===== config.mk =====
export PLATFORM = sky130hd
export DESIGN_NAME = fifo_flagged
export DESIGN_NICKNAME = d
export VERILOG_FILES = /design/src/rtl/fifo_pkg.sv /design/src/rtl/fifo_flagged_ram.sv /design/src/rtl/fifo_flagged.sv
export SDC_FILE = /design/constraint.sdc
export NUM_CORES = 1
export LEC_CHECK = 0
export CAP_MARGIN = 10
export CELL_PAD_IN_SITES_DETAIL_PLACEMENT = 0
export CELL_PAD_IN_SITES_GLOBAL_PLACEMENT = 1
export CORE_AREA = 5 5 91 93
export DETAILED_ROUTE_END_ITERATION = 8
export DIE_AREA = 0 0 96 98
export PLACE_DENSITY_LB_ADDON = 0.1
export SLEW_MARGIN = 20
export SYNTH_ARGS = -nofsm -noshare
export SYNTH_HDL_FRONTEND = slang
export SYNTH_SLANG_ARGS = --single-unit

===== constraint.sdc =====
create_clock -name clk -period 2.1 [get_ports clk]
set_clock_uncertainty 0.05 [all_clocks]
set_input_delay 0.525 -clock clk [delete_from_list [all_inputs] [get_ports clk]]
set_output_delay 0.525 -clock clk [all_outputs]
set_load 0.01 [all_outputs]

===== src/rtl/fifo_pkg.sv =====
// Shared helpers for the flagged FIFO: width sizing, pointer wrap and parameter legality.
package fifo_pkg;

    function automatic int unsigned width_of(input int unsigned n);
        return (n > 32'd1) ? $clog2(n) : 32'd1;
    endfunction

    // Pointers wrap explicitly so DEPTH need not be a power of two.
    function automatic int unsigned ptr_inc(input int unsigned ptr, input int unsigned depth);
        return (ptr >= depth - 32'd1) ? 32'd0 : ptr + 32'd1;
    endfunction

    function automatic bit params_legal(input int unsigned depth, input int unsigned reg_out,
                                        input int unsigned af, input int unsigned ae);
        int unsigned cap;
        cap = depth + reg_out;
        return (depth >= 32'd2) && (reg_out <= 32'd1) &&
               (af >= 32'd1) && (af <= cap) && (ae <= cap - 32'd1);
    endfunction

endpackage


===== src/rtl/fifo_flagged_ram.sv =====
// Storage array: synchronous write, asynchronous read.
module fifo_ram
    import fifo_pkg::*;
#(
    parameter int unsigned DEPTH      = 8,
    parameter int unsigned WORD_WIDTH = 8,
    parameter int unsigned AW         = width_of(DEPTH)
) (
    input  logic                  clk,
    input  logic                  we,
    input  logic [AW-1:0]         waddr,
    input  logic [WORD_WIDTH-1:0] wdata,
    input  logic [AW-1:0]         raddr,
    output logic [WORD_WIDTH-1:0] rdata
);

    logic [WORD_WIDTH-1:0] mem [DEPTH];

    always_ff @(posedge clk) begin
        if (we) begin
            mem[waddr] <= wdata;
        end
    end

    assign rdata = mem[raddr];

endmodule


===== src/rtl/fifo_flagged.sv =====
// Valid/ready FIFO with arbitrary depth, optional output register, occupancy and
// almost-full/almost-empty flags, and synchronous flush.
module fifo_flagged
    import fifo_pkg::*;
#(
    parameter  int unsigned DEPTH      = 8,
    parameter  int unsigned WORD_WIDTH = 8,
    parameter  int unsigned AF_THRESH  = 6,
    parameter  int unsigned AE_THRESH  = 1,
    parameter  int unsigned REG_OUT    = 0,
    localparam int unsigned CAP        = DEPTH + REG_OUT,
    localparam int unsigned LW         = width_of(CAP + 1)
) (
    input  logic                  clk,
    input  logic                  rst,
    input  logic                  flush,
    input  logic                  wr_valid,
    output logic                  wr_ready,
    input  logic [WORD_WIDTH-1:0] wr_data,
    output logic                  rd_valid,
    input  logic                  rd_ready,
    output logic [WORD_WIDTH-1:0] rd_data,
    output logic [LW-1:0]         level,
    output logic                  almost_full,
    output logic                  almost_empty
);

    localparam int unsigned PW = width_of(DEPTH);

    if (!params_legal(DEPTH, REG_OUT, AF_THRESH, AE_THRESH)) begin : g_param_err
        $error("fifo_flagged: illegal DEPTH/REG_OUT/threshold parameters");
    end

    logic [PW-1:0]         wr_ptr;
    logic [PW-1:0]         rd_ptr;
    logic [LW-1:0]         level_q;
    logic                  wr_fire;
    logic                  rd_fire;
    logic                  rd_adv;
    logic [WORD_WIDTH-1:0] mem_rdata;

    // No pass-through when full: wr_ready depends only on registered level.
    assign wr_ready     = (level_q < LW'(CAP)) && !flush;
    assign wr_fire      = wr_valid && wr_ready;
    assign rd_fire      = rd_valid && rd_ready;
    assign level        = level_q;
    assign almost_full  = (level_q >= LW'(AF_THRESH));
    assign almost_empty = (level_q <= LW'(AE_THRESH));

    fifo_ram #(
        .DEPTH      (DEPTH),
        .WORD_WIDTH (WORD_WIDTH),
        .AW         (PW)
    ) u_ram (
        .clk   (clk),
        .we    (wr_fire),
        .waddr (wr_ptr),
        .wdata (wr_data),
        .raddr (rd_ptr),
        .rdata (mem_rdata)
    );

    always_ff @(posedge clk) begin
        if (rst || flush) begin
            wr_ptr  <= '0;
            rd_ptr  <= '0;
            level_q <= '0;
        end else begin
            if (wr_fire) begin
                wr_ptr <= PW'(ptr_inc(32'(wr_ptr), DEPTH));
            end
            if (rd_adv) begin
                rd_ptr <= PW'(ptr_inc(32'(rd_ptr), DEPTH));
            end
            unique case ({wr_fire, rd_fire})
                2'b10:   level_q <= level_q + LW'(1);
                2'b01:   level_q <= level_q - LW'(1);
                default: level_q <= level_q;
            endcase
        end
    end

    if (REG_OUT != 0) begin : g_oreg
        logic                  ov;
        logic [WORD_WIDTH-1:0] oreg;
        logic                  load;

        // Memory holds level-ov words; refill the head register when it is free or leaving.
        assign load     = (level_q != LW'(ov)) && (!ov || rd_fire);
        assign rd_adv   = load;
        assign rd_valid = ov && !flush;
        assign rd_data  = oreg;

        always_ff @(posedge clk) begin
            if (rst || flush) begin
                ov <= 1'b0;
            end else if (load) begin
                ov <= 1'b1;
            end else if (rd_fire) begin
                ov <= 1'b0;
            end
        end

        always_ff @(posedge clk) begin
            if (load) begin
                oreg <= mem_rdata;
            end
        end
    end else begin : g_comb
        assign rd_adv   = rd_fire;
        assign rd_valid = (level_q != '0) && !flush;
        assign rd_data  = mem_rdata;
    end

endmodule


==> out/results.ini <==
[synth]
syn_area_um2 = 3160
synth_top_area_cell = edfxtp_1
ys_types = 33
synth_seq_area_share = 0.690
syn-num-nets = 201
synthCells = 179
synth_warnings = 0
ys_top_cells_by_area = edfxtp_1 61%, mux4_2 9.3%, dfxtp_1 8.2%
synth_top_area_share = 0.608
ys.flop_type = edfxtp_1
syn_avg_cell_area_um2 = 17.7
async_flop_share = 0
ys_seq_elements = 77
synth_edf_count = 64

[layout]
nets = 266
mostFrequentLayoutCell = edfxtp_1
layout_common_cells = 64 x edfxtp_1, 28 x buf_4, 16 x mux4_2, 15 x clkdlybuf4s50_1, 11 x nand2_1
drive_above_1_share = 0.414
area_delta_synth_final_pct = 30.5
num_antenna_cells = 0
fin_util = 0.554

[min_path]
hold_depth = 2
hp-start = rd_ptr[0]
hp-class = reg -> reg

[detailed_routing]
drcViolationCount = 0
vias = 1716
totalWireLength_um = 5910
wl_per_cell_um = 16.8
postRouteAntennaNets = 0
drtPass1Iterations = 4
drtIter0Drc = 55
avgViaCountPerCell = 4.89

[critical_path]
crit_required_ps = 1520
timing.critical_path.slowest_stage_cell = mux4_2
r2r_setup_slack_ps = 10
reg2reg_depth = 9
cp.arrival_ps = 1800
cp_num_buf_inv = 2
timing.rr.start = level[0]
cpPeakStageDelay_ps = 510
path_class = reg -> out
cp-end-kind = primary output
worst-path-max-fanout = 8
r2r_end = level[3]
cp-start-kind = flop
crit_chain = buf_12 > mux4_2 > mux2_4 > buf_6
critPathTopFamily = multiplexers

[timing]
fin_ws_ps = -278
fin_crit_sh = 1.13
final-hold-violation-count = 0
slew_headroom = 0.753
setup_viol = 9
drv_slew = 0
rsz0062_at_grt = true
setup_tns_ps = -2100
tightest_slew_ps = 370
max_freq_ghz = 0.421
period_needed_ps = 2380

[clock_tree]
cts_tree = built
cts.sinks = 77
cts_buffer_depth = 2
htreeDepth = 3
clock_latency_ps = 330
cts_buffers = 9
clkTransAtPathRegs_ps = 70
cts-root-buf = clkbuf_8

[global_routing]
first_global_vias = 1915
antenna_found_initial = 0
grt_max_degree = 17
grt.overflow.total = 0
grt_use_total = 0.142
grt_pass1_wl_um = 9790

[floorplan]
row_count = 32
io_pins = 29
fp.dieArea_um2 = 9410
initial_core_util = 0.425
coreArea_um2 = 7450
die_h_um = 98
die_x_um = 96

[outcome]
violations = setup timing
status = complete, but fails checks

[job]
drv_cap = 0

[placed_design]
pre_cts_slack_ps = -368
place.gp.congestion = 0.779
dp_hpwl_um = 3830
io_buffers = 28

[pwr]
vdd_drop_max_uv = 354
power.density_nw_per_um2 = 731
p_leak_nw = 1.44

state kept, by name, summed over array words and instances (netlist names), named ones only:
signal	count
u_ram.mem	64
level	4
rd_ptr	3
wr_ptr	3
timing repair:
action	in CTS	in global routing
cloned	1	0
resized for setup	65	8
setup endpoints to repair	13	15
pin swaps	2	1
hold buffers	0	0
buffers inserted	6	0
layout make-up:
class	instances	area, um^2
Clock inverter	6	87.6
Fill cell	612	3320
Multi-Input combinational cell	91	981
Clock buffer	10	128
Sequential cell	77	2190
Timing Repair Buffer	61	596
Tap cell	102	128
Inverter	4	17.5
layer usage:
layer | track usage | routed length [um]
met1 | 0.174 | 2420
met2 | 0.237 | 3210
met3 | 0.0393 | 199
met4 | 0.0547 | 78
met5 | 0 | 0
synth_stat cells (all sizes together) (2+ instances only):
master   n
nand4b   3
nand3    2
mux4    16
nor3     5
dfxtp   13
buf      4
o21ai    2
ha       9
inv      4
xor2     2
nor2     8
nand2b   2
edfxtp  64
clkbuf   3
mux2     8
or3      3
mux2i    4
nor2b    2
a21oi    5
nand2   12
where the power goes:
group          leakage (nW)  switching, mW  total (mW)  internal (mW)
clock                 0.110          0.503        1.17          0.669
combinational         0.641         0.0767       0.176         0.0990
sequential            0.685        0.00649        1.67           1.66
total                  1.44          0.586        3.02           2.43
through the flow:
| step | hold slack [ps] | std cells | cell area (um^2) | power [mW] |
|---|---|---|---|---|
| after floorplan | 418 | 179 | 3190 | 1.77 |
| after global placement | 441 | 328 | 3790 | 1.86 |
| after detailed placement | 459 | 328 | 3790 | 1.87 |
| after CTS | 470 | 351 | 4110 | 3.05 |
| after global routing | 503 | 351 | 4130 | 3.14 |
| final | 471 | 351 | 4130 | 3.02 |
kinds of logic (layout without fill, tap and decap cells):
| logic type | after synthesis | in the layout | share of synthesized area |
|---|---|---|---|
| buffers and inverters | 11 | 81 | 0.0182 |
| DFF | 77 | 77 | 0.690 |
| muxes | 28 | 28 | 0.159 |
| xor gates and xnor gates | 2 | 2 | 0.00554 |
| adders and majority gates | 9 | 9 | 0.0356 |
| and+or+nand+nor | 42 | 42 | 0.0724 |
| AOI/OAI and AO/OA | 10 | 10 | 0.0198 |
worst max path at each step:
| stage | end | slack (ps) | start | cells after the start |
|---|---|---|---|---|
| after CTS | rd_data[1] | -310 | flop | 4 |
| final | rd_data[5] | -280 | flop | 4 |
| after global placement | level[2] | -350 | flush | 8 |
| after floorplan | level[3] | -20 | level[0] | 9 |
| after detailed placement | level[3] | -370 | flush | 8 |
| after global routing | rd_data[5] | -350 | flop | 4 |
worst register-to-register path, delay by kind of cell, from the launching register on:
kind                       cells  cell delay [ps]
AOI/OAI and AO/OA              2              490
adders and majority gates      2              270
buffers and inverters          2              110
DFF                            1              360
and+or+nand+nor                3              740
(Power assumes the default switching activity.)
